$ cat src/rtl/stream_register_master_pkg.sv
// Shared constants and FSM encoding for the byte-stream register bus initiator.
// Request sync/command codes, response sync byte, parser/bus/response states.
package stream_register_master_pkg;

  localparam logic [7:0] SYNC_REQ  = 8'h55;
  localparam logic [7:0] SYNC_RSP  = 8'hAA;
  localparam logic [7:0] CMD_READ  = 8'h00;
  localparam logic [7:0] CMD_WRITE = 8'h01;

  typedef enum logic [3:0] {
    stIdle,
    stCmd,
    stAddr,
    stWrData,
    stWrStrobe,
    stRdWait,
    stTxHeader,
    stTxAddr,
    stTxData
  } stateT;

endpackage

$ cat src/rtl/stream_register_master_response_serialiser.sv
// Read-response serialiser: loads address and data, then emits AA, address and
// four little-endian data bytes under valid/ready, pulsing done on the last byte.
module stream_register_master_response_serialiser
  import stream_register_master_pkg::*;
(
  input  logic        ipClk,
  input  logic        Reset,
  input  logic        load,
  input  logic [7:0]  address,
  input  logic [31:0] data,
  output logic [7:0]  opTxData,
  output logic        opTxValid,
  input  logic        ipTxReady,
  output logic        done
);

  logic [47:0] shiftReg;
  logic [2:0]  byteIdx;

  // The outgoing byte is always the low byte of the buffer, so it only moves on a transfer.
  assign opTxData = shiftReg[7:0];
  assign done     = opTxValid & ipTxReady & (byteIdx == 3'd5);

  always_ff @(posedge ipClk) begin
    if (Reset) begin
      shiftReg  <= '0;
      byteIdx   <= '0;
      opTxValid <= 1'b0;
    end else if (load) begin
      shiftReg  <= {data, address, SYNC_RSP};
      byteIdx   <= '0;
      opTxValid <= 1'b1;
    end else if (opTxValid && ipTxReady) begin
      shiftReg <= {8'h00, shiftReg[47:8]};
      byteIdx  <= byteIdx + 3'd1;
      if (byteIdx == 3'd5) begin
        opTxValid <= 1'b0;
      end
    end
  end

endmodule

$ cat src/rtl/stream_register_master.sv
// Byte-stream command parser driving single register writes/reads on an
// 8-bit address / 32-bit data bus, with serialised read responses.
module stream_register_master
  import stream_register_master_pkg::*;
#(
  parameter int TIMEOUT    = 50000,
  parameter int RD_LATENCY = 1
) (
  input  logic        ipClk,
  input  logic        Reset,
  input  logic [7:0]  ipRxData,
  input  logic        ipRxValid,
  output logic [7:0]  opTxData,
  output logic        opTxValid,
  input  logic        ipTxReady,
  output logic [7:0]  opAddress,
  output logic [31:0] opWrData,
  output logic        opWrEnable,
  input  logic [31:0] ipRdData,
  output logic        opBusy
);

  localparam int TW = $clog2(TIMEOUT + 1);
  localparam int LW = $clog2(RD_LATENCY + 1) + 1;

  stateT         state;
  logic          isWrite;
  logic [1:0]    byteCnt;
  logic [TW-1:0] idleCnt;
  logic [LW-1:0] latCnt;
  logic          inParse;
  logic          expired;
  logic          rxSync;
  logic          rspLoad;
  logic          rspDone;
  logic          txFire;

  assign inParse = state inside {stCmd, stAddr, stWrData};
  assign expired = inParse && (idleCnt == TW'(TIMEOUT));
  assign rxSync  = ipRxValid && (ipRxData == SYNC_REQ);
  // Read data is taken after RD_LATENCY+1 cycles of a stable address.
  assign rspLoad = (state == stRdWait) && (latCnt == LW'(RD_LATENCY));
  assign txFire  = opTxValid && ipTxReady;

  stream_register_master_response_serialiser uSerialiser (
    .ipClk     (ipClk),
    .Reset     (Reset),
    .load      (rspLoad),
    .address   (opAddress),
    .data      (ipRdData),
    .opTxData  (opTxData),
    .opTxValid (opTxValid),
    .ipTxReady (ipTxReady),
    .done      (rspDone)
  );

  always_ff @(posedge ipClk) begin
    if (Reset) begin
      state      <= stIdle;
      isWrite    <= 1'b0;
      byteCnt    <= '0;
      idleCnt    <= '0;
      latCnt     <= '0;
      opAddress  <= '0;
      opWrData   <= '0;
      opWrEnable <= 1'b0;
      opBusy     <= 1'b0;
    end else begin
      opWrEnable <= 1'b0;

      if (!inParse || ipRxValid || expired) begin
        idleCnt <= '0;
      end else begin
        idleCnt <= idleCnt + 1'b1;
      end

      // On expiry the partial packet is dropped and this cycle's byte is seen as Idle input.
      if (expired) begin
        state <= rxSync ? stCmd : stIdle;
      end else begin
        case (state)
          stIdle: begin
            if (rxSync) state <= stCmd;
          end
          stCmd: begin
            if (ipRxValid) begin
              if (ipRxData == CMD_READ) begin
                isWrite <= 1'b0;
                state   <= stAddr;
              end else if (ipRxData == CMD_WRITE) begin
                isWrite <= 1'b1;
                state   <= stAddr;
              end else begin
                state <= stIdle;
              end
            end
          end
          stAddr: begin
            if (ipRxValid) begin
              opAddress <= ipRxData;
              byteCnt   <= '0;
              latCnt    <= '0;
              if (isWrite) begin
                state <= stWrData;
              end else begin
                state  <= stRdWait;
                opBusy <= 1'b1;
              end
            end
          end
          stWrData: begin
            if (ipRxValid) begin
              opWrData <= {ipRxData, opWrData[31:8]};
              byteCnt  <= byteCnt + 2'd1;
              if (byteCnt == 2'd3) begin
                state      <= stWrStrobe;
                opWrEnable <= 1'b1;
                opBusy     <= 1'b1;
              end
            end
          end
          stWrStrobe: begin
            state  <= stIdle;
            opBusy <= 1'b0;
          end
          stRdWait: begin
            if (rspLoad) state <= stTxHeader;
            else latCnt <= latCnt + 1'b1;
          end
          stTxHeader: begin
            if (txFire) state <= stTxAddr;
          end
          stTxAddr: begin
            if (txFire) state <= stTxData;
          end
          stTxData: begin
            if (rspDone) begin
              state  <= stIdle;
              opBusy <= 1'b0;
            end
          end
          default: state <= stIdle;
        endcase
      end
    end
  end

endmodule

$ cat config.mk
export PLATFORM = sky130hd
export DESIGN_NAME = stream_register_master
export DESIGN_NICKNAME = d
export VERILOG_FILES = /design/src/rtl/stream_register_master_pkg.sv /design/src/rtl/stream_register_master_response_serialiser.sv /design/src/rtl/stream_register_master.sv
export SDC_FILE = /design/constraint.sdc
export NUM_CORES = 1
export LEC_CHECK = 0
export ABC_AREA = 1
export BUFFER_PORTS_ARGS = -buffer_cell sky130_fd_sc_hd__buf_2
export CORE_ASPECT_RATIO = 1.75
export CORE_UTILIZATION = 50
export DETAILED_ROUTE_END_ITERATION = 10
export GPL_TIMING_DRIVEN = 0
export PLACE_DENSITY = 0.77
export SETUP_SLACK_MARGIN = 0.2
export SYNTH_ARGS = -nofsm -noshare
export SYNTH_HDL_FRONTEND = slang
export SYNTH_SLANG_ARGS = --single-unit
export TNS_END_PERCENT = 20
$ cat constraint.sdc
create_clock -name ipClk -period 4.75 [get_ports ipClk]
set_input_delay 0.95 -clock ipClk [delete_from_list [all_inputs] [get_ports ipClk]]
set_output_delay 0.95 -clock ipClk [all_outputs]
set_load 0.01 [all_outputs]
==> results.txt, run 1 <==
The utilization of the core after routing is 63.22%. The worst setup path is captured at a register. Global routing consumed, over all layers together, 26.36% of the routing resources.

The maximum fanout encountered on the critical timing path came out at 10. The row count is 49. The synthesized design contains 119 register bits. The maximum buffer depth of the clock tree came out at 2.

The number of primary I/O pins came out at 95. The tightest hold margin is 461.8 ps. Global routing used 6.974% of the available met3 tracks.

The total wire length after detailed routing is about 14000 µm. The number of violations of the max-capacitance limit is 0. The half-perimeter wire length after placement came out at 10490 µm. Counting flops with an async set or reset pin after synthesis yields a share of 0%.

The endpoint identified for the worst register-to-register timing path is idleCnt[14]. CTS placed an instance of sky130_fd_sc_hd__clkbuf_16 at the clock tree root. The number of max-slew violations in the final report came out at 0. For this run, the top clock speed supported by timing is ~470 MHz.

The via count of the first global-routing pass is 4898. The worst register-to-register path begins at idleCnt[0]. The number of design-rule violations left by the first detailed-router iteration came out at 304.

The leakage power total is 0.002836 µW. The cell depth of the worst flop-to-flop path came out at 10. The ratio of total power to cell area is approximately 360 mW/mm². For flop-to-flop paths, the worst setup slack is 2810 ps.

The average footprint of a synthesized cell came out at 7.359 µm². The number of buffers inserted for hold repair after clock tree synthesis came out at 0. The proportion of layout cells with a drive suffix above 1 came out at roughly 20%.

The total die area is 0.01100 mm². The slowest stage of the critical path belongs to the cell sky130_fd_sc_hd__buf_1. The fraction of the cycle the final worst path needs is 44.69%.

The number of buffers inserted by port buffering came out at 94. The starting utilization of the core area is 51.30%. The sequential area share after synthesis is 45.09%. The count of filler cells inserted in the layout is 916. The distinct cell type count of the synthesized netlist came out at 37. The total standard cell area after synthesis came out at 0.005284 mm². The slew at the pin with the worst max-slew slack came out at 601.7 ps. The insertion delay to the later sink of the worst-skew pair came out at between 400 and 500 ps. The number of warnings issued by yosys came out at 0. After clock tree synthesis, the clock-pin slew on the worst setup and hold paths is 50 ps.

In the global route stage, met2 resource usage came out at 50.19%. The area growth from synthesis to layout is 23.23%. Data on the critical path arrives at its endpoint at 2460 ps. The worst setup path is launched from a primary input. The total via count in the routed design came out at 5292.

The number of buffers inserted by post-CTS setup repair is 0. The met1 track utilization from global routing is about a quarter. Counting every net in the synthesized netlist gives about 770. The final global-route overflow total came out at 0. Setup violations remaining at the end of the flow were counted as 0. The weighted congestion at the end of routability-driven global placement is between 0.9 and 1.

The clock skew is 6.811 ps. In this run the worst hold path is classified as register to register. For this run, the slowest stage of the critical path takes 420 ps. Buffers inserted during clock tree synthesis total 17. The number of flops mapped to enable cells by yosys is 0. The number of nets in the final layout came out at 881. The H-tree generated during clock tree synthesis spans 4 levels. In the synthesized netlist, the number of instances is about 720. The worst hold path depth came out at 2. The number of sinks handled by clock tree synthesis came out at around 120.

Setup total negative slack on the finished layout was measured at 0 ps. The worst hold path begins at uSerialiser.shiftReg[6]. Subtracting the final worst setup slack from the clock period gives roughly 2100 ps. The layer flagged by global routing as most heavily used is met2. The first global-routing pass estimated 22290 µm of wire. Setup repair after global routing left no endpoint under its margin. After detailed routing, the average wire length per cell comes to approximately 15 µm. The class of the most critical setup path is primary input to register.

Post-CTS repair changed the size of 0 cells. The critical path goes through buf_2, nand2_1, inv_1, clkbuf_1, buf_1, nand3_1, a31oi_1. The run finished with clean final reports. The max-slew headroom at the worst pin came out at 59.89%.

The standard cell core area came out at 0.01030 mm². The number of hold violations in the final report came out at 0. Entering global routing, the biggest net connects 17 pins.

At the worst endpoint, the required time is 5090 ps. The detail route stage leaves a number of antenna-violating nets equal to 0. TritonCTS built the clock tree. The number of remaining DRC errors is 0. The number of iterations in the first detailed-routing pass is 5. The peak supply drop is 0.3108 mV. For this run, the leading register cell type out of synthesis is sky130_fd_sc_hd__dfxtp_1. The horizontal extent of the die came out at roughly 80 µm.

The number of antenna diodes is 0. The chip height is around 140 µm. For hold timing, the worst endpoint is uSerialiser.shiftReg[6]. The per-cell via count in the routed design came out at 5.456.

The number of antenna violations at the first check in global routing is 0.
==> per-stage QoR <==
stage	cell area, µm²	power, µW	setup slack [ps]	instances
detailed placement	5913	1088	2260	939
global route	6511	2433	2540	970
global placement	5913	1088	2313	939
finish	6511	2364	2627	970
floorplan	5284	1056	2813	718
CTS	6511	2370	2697	970
==> Yosys cell counts (2+ instances only) <==
cell type / count / area share [%]
sky130_fd_sc_hd__nor2_2: 4 / 0.47
sky130_fd_sc_hd__nor3_1: 10 / 0.95
sky130_fd_sc_hd__o21ai_1: 15 / 1.4
sky130_fd_sc_hd__nand3_1: 87 / 8.2
sky130_fd_sc_hd__nand4_1: 4 / 0.47
sky130_fd_sc_hd__buf_1: 7 / 0.50
sky130_fd_sc_hd__buf_4: 11 / 1.6
sky130_fd_sc_hd__inv_2: 4 / 0.28
sky130_fd_sc_hd__o21ai_0: 42 / 4.0
sky130_fd_sc_hd__ha_1: 6 / 1.4
sky130_fd_sc_hd__nand2_2: 3 / 0.36
sky130_fd_sc_hd__or2_2: 5 / 0.59
sky130_fd_sc_hd__nand3b_1: 2 / 0.28
sky130_fd_sc_hd__a21oi_1: 49 / 4.6
sky130_fd_sc_hd__nor3b_1: 2 / 0.28
sky130_fd_sc_hd__nor2_1: 97 / 6.9
sky130_fd_sc_hd__buf_6: 8 / 1.7
sky130_fd_sc_hd__buf_2: 3 / 0.28
sky130_fd_sc_hd__nor2_4: 3 / 0.64
sky130_fd_sc_hd__clkbuf_1: 21 / 1.5
sky130_fd_sc_hd__xor2_1: 4 / 0.66
sky130_fd_sc_hd__nand2_1: 118 / 8.4
sky130_fd_sc_hd__dfxtp_1: 119 / 45
sky130_fd_sc_hd__inv_1: 52 / 3.7
sky130_fd_sc_hd__a31oi_1: 30 / 3.6
==> state kept, by name (all words and copies together), names as in the netlist, 2 cells and up <==
| register | count |
|---|---|
| byteCnt | 2 |
| idleCnt | 16 |
| latCnt | 2 |
| opAddress | 8 |
| opWrData | 32 |
| state | 4 |
| uSerialiser.byteIdx | 3 |
| uSerialiser.shiftReg | 48 |
==> cells in the final DEF (no fill, tap or decap), types with 2 or more instances in the layout <==
master | Yosys | routed
sky130_fd_sc_hd__dfxtp_1 | 119 | 119
sky130_fd_sc_hd__nand2_1 | 118 | 118
sky130_fd_sc_hd__nor2_1 | 97 | 97
sky130_fd_sc_hd__buf_2 | 3 | 97
sky130_fd_sc_hd__nand3_1 | 87 | 87
sky130_fd_sc_hd__inv_1 | 52 | 52
sky130_fd_sc_hd__a21oi_1 | 49 | 49
sky130_fd_sc_hd__o21ai_0 | 42 | 42
sky130_fd_sc_hd__a31oi_1 | 30 | 30
sky130_fd_sc_hd__clkbuf_1 | 21 | 23
sky130_fd_sc_hd__clkbuf_16 | 0 | 17
sky130_fd_sc_hd__o21ai_1 | 15 | 15
sky130_fd_sc_hd__buf_4 | 11 | 11
sky130_fd_sc_hd__nor3_1 | 10 | 10
sky130_fd_sc_hd__buf_6 | 8 | 8
sky130_fd_sc_hd__buf_1 | 7 | 7
sky130_fd_sc_hd__clkinv_2 | 1 | 6
sky130_fd_sc_hd__ha_1 | 6 | 6
sky130_fd_sc_hd__or2_2 | 5 | 5
sky130_fd_sc_hd__inv_2 | 4 | 4
sky130_fd_sc_hd__nor2_2 | 4 | 4
sky130_fd_sc_hd__nand4_1 | 4 | 4
sky130_fd_sc_hd__xor2_1 | 4 | 4
sky130_fd_sc_hd__nor2_4 | 3 | 3
sky130_fd_sc_hd__nand2_2 | 3 | 3
sky130_fd_sc_hd__clkbuf_8 | 0 | 3
sky130_fd_sc_hd__bufinv_16 | 0 | 3
sky130_fd_sc_hd__nor3b_1 | 2 | 2
sky130_fd_sc_hd__nand3b_1 | 2 | 2
==> cells by family (layout without fill, tap and decap cells) <==
group | Yosys count | after routing | synth area share (%)
AND/OR/NAND/NOR | 341 | 341 | 28.89
buffers and inverters | 107 | 232 | 9.614
AO/OA/AOI/OAI | 140 | 140 | 14.16
XOR/XNOR | 5 | 5 | 0.8288
flip-flops | 119 | 119 | 45.09
adder cells (fa/ha/maj) | 6 | 6 | 1.421
==> worst max-delay path by stage <==
stage               from                        to  slack (ps)  cells past startpoint
2_1_floorplan  ipTxReady  uSerialiser.shiftReg[21]        2810                      6
5_1_grt        ipTxReady  uSerialiser.shiftReg[29]        2540                      7
3_3_place_gp   ipTxReady  uSerialiser.shiftReg[29]        2310                      7
3_5_place_dp   ipTxReady  uSerialiser.shiftReg[29]        2260                      7
4_1_cts        ipTxReady  uSerialiser.shiftReg[29]        2700                      7
6_report       ipTxReady  uSerialiser.shiftReg[29]        2630                      7
==> power by group <==
part	internal, µW	total [µW]	switching [µW]
Combinational	24.9	68.1	43.2
Clock	858	1300	437
Sequential	1000	1000	0.484
Total	1880	2360	481
==> area by class of cell <==
class	count	area [µm²]	area share, %
Multi-Input combinational cell	492	2394	36.76
Sequential cell	119	2382	36.59
Clock buffer	22	474.2	7.283
Timing Repair Buffer	94	470.5	7.225
Buffer	50	292.8	4.497
Inverter	57	215.2	3.305
Tap cell	127	158.9	2.440
Clock inverter	9	123.9	1.902
==> worst max-delay path, delay by kind of cell <==
family / cells / cell delay, ps
buffers and inverters: 4 / 970
AND/OR/NAND/NOR: 2 / 300
AO/OA/AOI/OAI: 1 / 230
==> routing by layer <==
layer / part of all wire (%) / up-vias
met1: 38 / 2457
met3: 5.3 / 41
li1: - / 2595
met5: 0 / -
met2: 53 / 199
met4: 3.7 / 0
No activity file was read; power rests on OpenSTA's default activity.
==> inputs of run 2 (changes only) <==
--- a/config.mk
+++ b/config.mk
@@ -11,7 +11,7 @@
 export CORE_UTILIZATION = 50
 export DETAILED_ROUTE_END_ITERATION = 10
 export GPL_TIMING_DRIVEN = 0
-export PLACE_DENSITY = 0.77
+export PLACE_DENSITY = 0.8
 export SETUP_SLACK_MARGIN = 0.2
 export SYNTH_ARGS = -nofsm -noshare
 export SYNTH_HDL_FRONTEND = slang
==> constraint.sdc (replaced) <==
create_clock -name ipClk -period 1.86 [get_ports ipClk]
set_input_delay 0.372 -clock ipClk [delete_from_list [all_inputs] [get_ports ipClk]]
set_output_delay 0.372 -clock ipClk [all_outputs]
set_load 0.01 [all_outputs]
==> results.txt, run 2 (synthesized netlist as in run 1, its figures left out) <==
The flow ran to the end, and the final reports show no timing, DRC or antenna violations. The ratio of total power to cell area is 852.1 mW/mm². The worst pin sits at a relative slew slack of a little under three fifths.

The starting utilization of the core area came out at between 50% and 60%. Once placement completed, the tool counted placed cells totaling 939. Static timing analysis puts the maximum clock frequency at 592.8 MHz. The die covers 0.01100 mm². The final layout contains routed wiring with a total length of around 16000 µm. The final global-route overflow total came out at 0.

In this run the critical register-to-register path is captured at opWrData[24]. The utilization of the core after routing is between 60% and 70%. The internal power summed over all cells is approximately 4700 µW. The kind of capture point of the worst setup path is a register. The number of antenna violations at the first check in global routing came out at 0. Dividing the detail-routed wire length by the instance count gives 15.94 µm. In the final layout, flip-flops and latches occupy 0.002391 mm². The flip-flop count of the largest register after layout came out at 48. The standard cell core area is between 0.01 and 0.015 mm². The leakage power total came out at 0.003102 µW.

In this run the critical register-to-register path is launched from idleCnt[1]. The switching portion of total power is a little under a quarter. The worst hold path begins at ipRdData[27]. The clock reaches the later pin of the worst-skew pair after 420 ps. In this run, the number of DRC markers left after iteration 0 of detailed routing was 286. Clock tree synthesis found a total of 119 sinks.

The power share of the clock group came out at 54.5%. The critical path goes through inv_2, ha_4, nand2_1, inv_1, nand2_2, nor2_4, nand3_4, nand2_4, nor2_4, buf_6, buf_8, o21ai_2, nor2_1. The slowest stage of the critical path belongs to the cell sky130_fd_sc_hd__dfxtp_2. The total via count in the routed design is 5480. The required time at the endpoint of the critical path is 2170 ps.

The largest net degree at the start of global routing is 17. The proportion of layout cells with a drive suffix above 1 came out at 31.14%. The filler-free cell count of the finished design came out at 994. The clock skew came out at approximately 8.3 ps.

After detailed routing, the number of remaining DRC violations is 0. Once detail routing completed, the nets flagged for antenna violations numbered 0. The worst hold path passes through 3 cells. The count of filler cells inserted in the layout came out at slightly above 800. The die is 79.71 µm wide.

The path with the worst hold slack has its endpoint at uSerialiser.shiftReg[43]. The most critical setup path has its startpoint at idleCnt[1]. The critical path buffer and inverter count is 4. The fraction of the cycle the final worst path needs is 90.70%. The library cell used most frequently in the layout, excluding fill and tap cells, is sky130_fd_sc_hd__dfxtp_1. The register bank with the most flops is uSerialiser.shiftReg. The number of primary I/O pins came out at 95.

The number of max-slew violations in the final report came out at 0. The H-tree depth came out at 4. In this run the clock root is driven by a sky130_fd_sc_hd__clkbuf_16. The chip height came out at about 140 µm. The largest incremental delay on the critical path came out at 340 ps. The number of violations of the max-capacitance limit is 0.

The peak supply drop came out at roughly 0.77 mV. The via count of the first global-routing pass was about 5000. The maximum buffer depth of the clock tree came out at 2. The CTS tree is yes. The half-perimeter wire length after placement is 10330 µm. The library cells used most frequently in the layout, excluding fill and tap cells, are sky130_fd_sc_hd__dfxtp_1, sky130_fd_sc_hd__nand2_1, sky130_fd_sc_hd__buf_2. Before antenna repair, the detailed router went through 7 iterations. The clock transition time at the flip-flop clock pins of the worst setup and hold paths came out at 60 ps. The final-report setup violation count is 0.

Across every metal layer, demand over resource in global routing totals a little over a quarter. The reg2reg setup slack is approximately 170 ps. The number of hold violations in the final report is 0. The most frequent cell on the critical path is sky130_fd_sc_hd__nor2_4. On the critical path the largest part of the delay comes from simple AND/OR/NAND/NOR gates. The global-route wire length before repair is approximately 22000 µm. In this run, flip-flops and latches consume a little over two fifths of the power. In this run the worst hold path is classified as primary input to register. The multi-input gate area in the final layout came out at 0.002616 mm².

The minimum clock period after layout is 1687 ps. The arrival time reported for the critical path endpoint is 2000 ps. The worst register-to-register path has a depth of 13. The largest registers in the layout are uSerialiser.shiftReg (48), opWrData (32), idleCnt (16). The number of buffers inserted by port buffering is 94. At the pin with the least slew margin, the transition time is 639.8 ps. Of all nets on the critical path, the largest fanout is 6. The kind of start point of the critical path is a register. The number of nets in the final layout is ~900. Using the TritonRoute via totals, the vias-per-cell ratio works out to 5.513. The analysis attributes to net switching a power of 1379 µW. The total CTS buffers is 17.

Setup repair after global routing could not meet its margin everywhere. The row count came out at 49. The number of antenna diodes came out at 0. The area growth from synthesis to final layout came out at 34.67%.

The congestion estimate from routability-driven global placement came to 0.9013. The class of the most critical setup path is register to register. In this run, the combinational gates consume 3.4% of the power.
## run 2: worst max-delay path by stage
stage / endpoint / slack, ps / cells past startpoint
floorplan: opWrData[0] / 250 / 14
global placement: idleCnt[14] / -50 / 10
detailed placement: idleCnt[12] / -40 / 10
CTS: uSerialiser.shiftReg[12] / 130 / 7
global route: opWrData[11] / 80 / 12
finish: opWrData[24] / 170 / 13
## run 2: power groups by stage
stage	sequential, µW	combinational, µW	clock (µW)
after floorplan	2610	87.6	0
after global placement	2610	170	0
after detailed placement	2610	171	0
after CTS	2550	177	3310
after global routing	2550	224	3450
final	2550	206	3300
## run 2: layer usage
metal | GRT usage (%) | vias to the layer above | routed length (µm)
met4 | 12.63 | 0 | 612
met2 | 49.38 | 246 | 8612
li1 | - | 2667 | -
met5 | 0 | - | 0
met1 | 26.75 | 2516 | 5704
met3 | 7.368 | 51 | 911
## run 2: area by class of cell
class                           instances  area share (%)
Sequential cell                       119           33.60
Timing Repair Buffer                  116           10.34
Multi-Input combinational cell        493           36.77
Inverter                               57           3.271
Tap cell                              127           2.233
Clock buffer                           19           6.365
Clock inverter                         13           2.022
Buffer                                 50           5.398
## run 2: stage by stage
| stage | setup TNS (ps) | area, µm² | worst slack [ps] | power (µW) | hold WS (ps) |
|---|---|---|---|---|---|
| 2_1_floorplan | 0 | 5284 | 249.4 | 2696 | 428.9 |
| 3_3_place_gp | -87.02 | 5913 | -48.92 | 2779 | 451.2 |
| 3_5_place_dp | -82.08 | 5913 | -44.72 | 2780 | 460.7 |
| 4_1_cts | 0 | 6578 | 125.9 | 6041 | 208.1 |
| 5_1_grt | 0 | 7116 | 84.79 | 6225 | 200.6 |
| 6_report | 0 | 7116 | 173.0 | 6063 | 209.8 |
## run 2: worst min-delay path, cell delays in order
cell and delay (ps):
sky130_fd_sc_hd__buf_2 100, sky130_fd_sc_hd__nand2_1 60, sky130_fd_sc_hd__a21oi_1 50
## run 2: repair_timing
item	CTS	global route
gates cloned	0	6
gates resized for setup	14	125
pin swaps	3	32
buffers inserted	4	13
hold buffers	0	0
endpoints found under the setup margin	78	105
==> inputs of run 3 (changes only) <==
--- a/config.mk
+++ b/config.mk
@@ -11,7 +11,7 @@
 export CORE_UTILIZATION = 50
 export DETAILED_ROUTE_END_ITERATION = 10
 export GPL_TIMING_DRIVEN = 0
-export PLACE_DENSITY = 0.8
+export PLACE_DENSITY_LB_ADDON = 0.12
 export SETUP_SLACK_MARGIN = 0.2
 export SYNTH_ARGS = -nofsm -noshare
 export SYNTH_HDL_FRONTEND = slang
==> results.txt, run 3 (synthesized netlist as in run 1, its figures left out) <==
The run finished with clean final reports. The insertion delay to the later sink of the worst-skew pair is 410 ps. Sequential cells account for roughly 44% of the total power. Setup violations remaining at the end of the flow were counted as 0.

The combined global-route utilization of all metal layers came out at 27.21%. The power share of the clock group is between 50% and 60%. The die is 79.71 µm wide. The utilization of the core after routing came out at 67.16%.

The root buffer cell chosen for the clock tree is sky130_fd_sc_hd__clkbuf_16. The category of cells accounting for the largest share of critical-path delay is buffers and inverters. The die covers roughly 0.011 mm².

The clock transition time at the flip-flop clock pins of the worst setup and hold paths is ~60 ps. The number of primary I/O pins came out at 95. The via count of the first global-routing pass is 4893. STA classifies the critical path startpoint as a register. In the routed design, unresolved DRC markers number 0. The number of antenna violations at the first check in global routing came out at 0. The maximum fanout encountered on the critical timing path is 10. The combinational group share of total power is 3.6%.

The H-tree depth came out at 4. The setup path with the least slack is of type register to register. The internal portion of the total power is between 4000 and 5000 µW. The number of hold violations in the final report was 0. The number of max-slew violations in the final report came out at 0. Setup repair after global routing could not meet its margin everywhere. The largest incremental delay on the critical path came out at 330 ps. The finished cells cover slightly below 0.007 mm². Detailed routing placed a total of 607 µm of wire on met3. The number of iterations in the first detailed-routing pass came out at 5. The post-placement cell count is 939. The chip height came out at between 100 and 150 µm. The path class of the tightest hold or removal check is primary input to register.

The number of antenna diodes is 0. The minimum clock period after layout is 1664 ps. The ratio of total power to cell area is roughly 840 mW/mm².

The slowest cell on the critical path is sky130_fd_sc_hd__dfxtp_2. The number of sinks handled by clock tree synthesis is between 100 and 150. The maximum buffer depth of the clock tree is 2. The arrival time reported for the critical path endpoint came out at 1940 ps.

Routability-driven placement finished with a final weighted congestion of 0.8363. The kind of capture point of the worst setup path is a register. Summing all placed instances gives a cell area of 0.005913 mm². In this run the tool buffered the top-level ports with 94 buffer cells.

The per-cell via count in the routed design is approximately 5.3. VDD sags by at most between 0.8 and 0.9 mV. The largest net degree at the start of global routing is 17. The register bank with the most flops is uSerialiser.shiftReg. The standard cell core area is 0.01030 mm². The switching portion of total power is about 25%.

For this run the aggregate overflow at the end of global routing stands at 0. The routed wire length per instance is 15.16 µm. The signal on the critical path passes through buf_6, clkinvlp_4, buf_4, nor3_4, nand2_4, buf_2, nand3_1, a31oi_1. The area growth from synthesis to final layout is 30.93%. The library cell used most frequently in the layout, excluding fill and tap cells, is sky130_fd_sc_hd__dfxtp_1. The tightest hold margin is 215.0 ps.

The largest registers in the layout are uSerialiser.shiftReg (48), opWrData (32), idleCnt (16). In the layout the commonest cells are sky130_fd_sc_hd__dfxtp_1, sky130_fd_sc_hd__nand2_1, sky130_fd_sc_hd__buf_2. The flip-flop count of the largest register after layout came out at 48. The max-slew headroom at the worst pin came out at between 50% and 60%. The total CTS buffers came out at 17. The clock skew came out at 7.158 ps. The required time at the endpoint of the critical path came out at around 2100 ps. The global-route wire length before repair is roughly 23000 µm. The met1 routed wirelength after detailed routing came out at around 5500 µm. The highest signal layer in the routed design is met4. The leakage power total is 0.002990 µW. The fmax came out at 600.8 MHz. The half-perimeter wire length after placement is 10760 µm.

In the final layout, the share of cells above drive strength 1 is between 20 and 30%. The critical path buffer and inverter count came out at 4. Detailed routing placed a total of 8210 µm of wire on met2. After the last flow step, the layout net total stands at 901.

The row count is 49. The starting utilization of the core area is roughly half. The total via count in the routed design is 5297. The filler-free cell count of the finished design is 991. The total wire length after detailed routing is 15020 µm. The number of hold buffers added after CTS was 0. TritonCTS built the clock tree.

For this design the total switching power over the nets is 1419 µW. The antenna violation net count after detailed routing is 0. After layout, the worst path uses about nine tenths of the clock period.

The number of design-rule violations left by the first detailed-router iteration came out at 206. For the final routed database, the setup TNS stands at 0 ps. The tool flagged a number of max-cap violations equal to 0. For the pin with the worst max-slew slack, the measured transition is 674.7 ps.
## run 3: cell count changes in the layout (fill, tap and decap cells not counted), moves of 5 or more
cell | previous run | this run
sky130_fd_sc_hd__nor2_1 | 86 | 80
sky130_fd_sc_hd__nand2_1 | 100 | 111
sky130_fd_sc_hd__buf_4 | 27 | 22
sky130_fd_sc_hd__nand2_2 | 20 | 10
## run 3: routing by layer
metal	GRT usage, %	vias up
met5	0	-
met1	26.61	2444
met2	50.81	166
met4	17.58	0
li1	-	2643
met3	5.329	44
## run 3: power by group through the flow
stage,combinational [µW],sequential [µW],clock [µW]
6_report,210,2550,3020
5_1_grt,229,2550,3200
4_1_cts,176,2550,3050
3_5_place_dp,172,2610,0
3_3_place_gp,170,2610,0
2_1_floorplan,87.6,2610,0
## run 3: worst paths after layout
| kind | start | endpoint | slack (ps) | cells after the start |
|---|---|---|---|---|
| min reg2reg | byteCnt[0] | byteCnt[0] | 460 | 1 |
| max reg2reg | state[0] | uSerialiser.shiftReg[29] | 200 | 8 |
| min | ipRdData[24] | uSerialiser.shiftReg[40] | 210 | 3 |
| max | state[0] | uSerialiser.shiftReg[29] | 200 | 8 |
## run 3: layout make-up
cell class,instances,area [µm²]
repair buffers,113,663.1
plain buffers,50,344.1
fillers,913,3382
multi-input cells,493,2585
clock inverters,15,122.6
flip-flops and latches,119,2394
well taps,127,158.9
clock buffers,17,425.4
inverters,57,225.2
## run 3: worst reg2reg max path, delay by kind of cell, from the launching register on
| kind | cells | cell delay (ps) |
|---|---|---|
| and+or+nand+nor | 3 | 480 |
| buffers and inverters | 4 | 620 |
| AOI/OAI and AO/OA | 1 | 100 |
| DFF | 1 | 330 |
## run 3: repair_timing
item / CTS / global route
cloned: 1 / 4
resized for setup: 18 / 90
setup buffers: 6 / 9
endpoints found under the setup margin: 93 / 92
pin swaps: 4 / 24
## run 3: through the flow
step                      setup WS [ps]  total power (µW)
after floorplan                   249.4              2696
after global placement           -2.089              2779
after detailed placement         -48.80              2781
after CTS                         186.1              5776
after global routing              90.07              5976
final                             195.6              5783
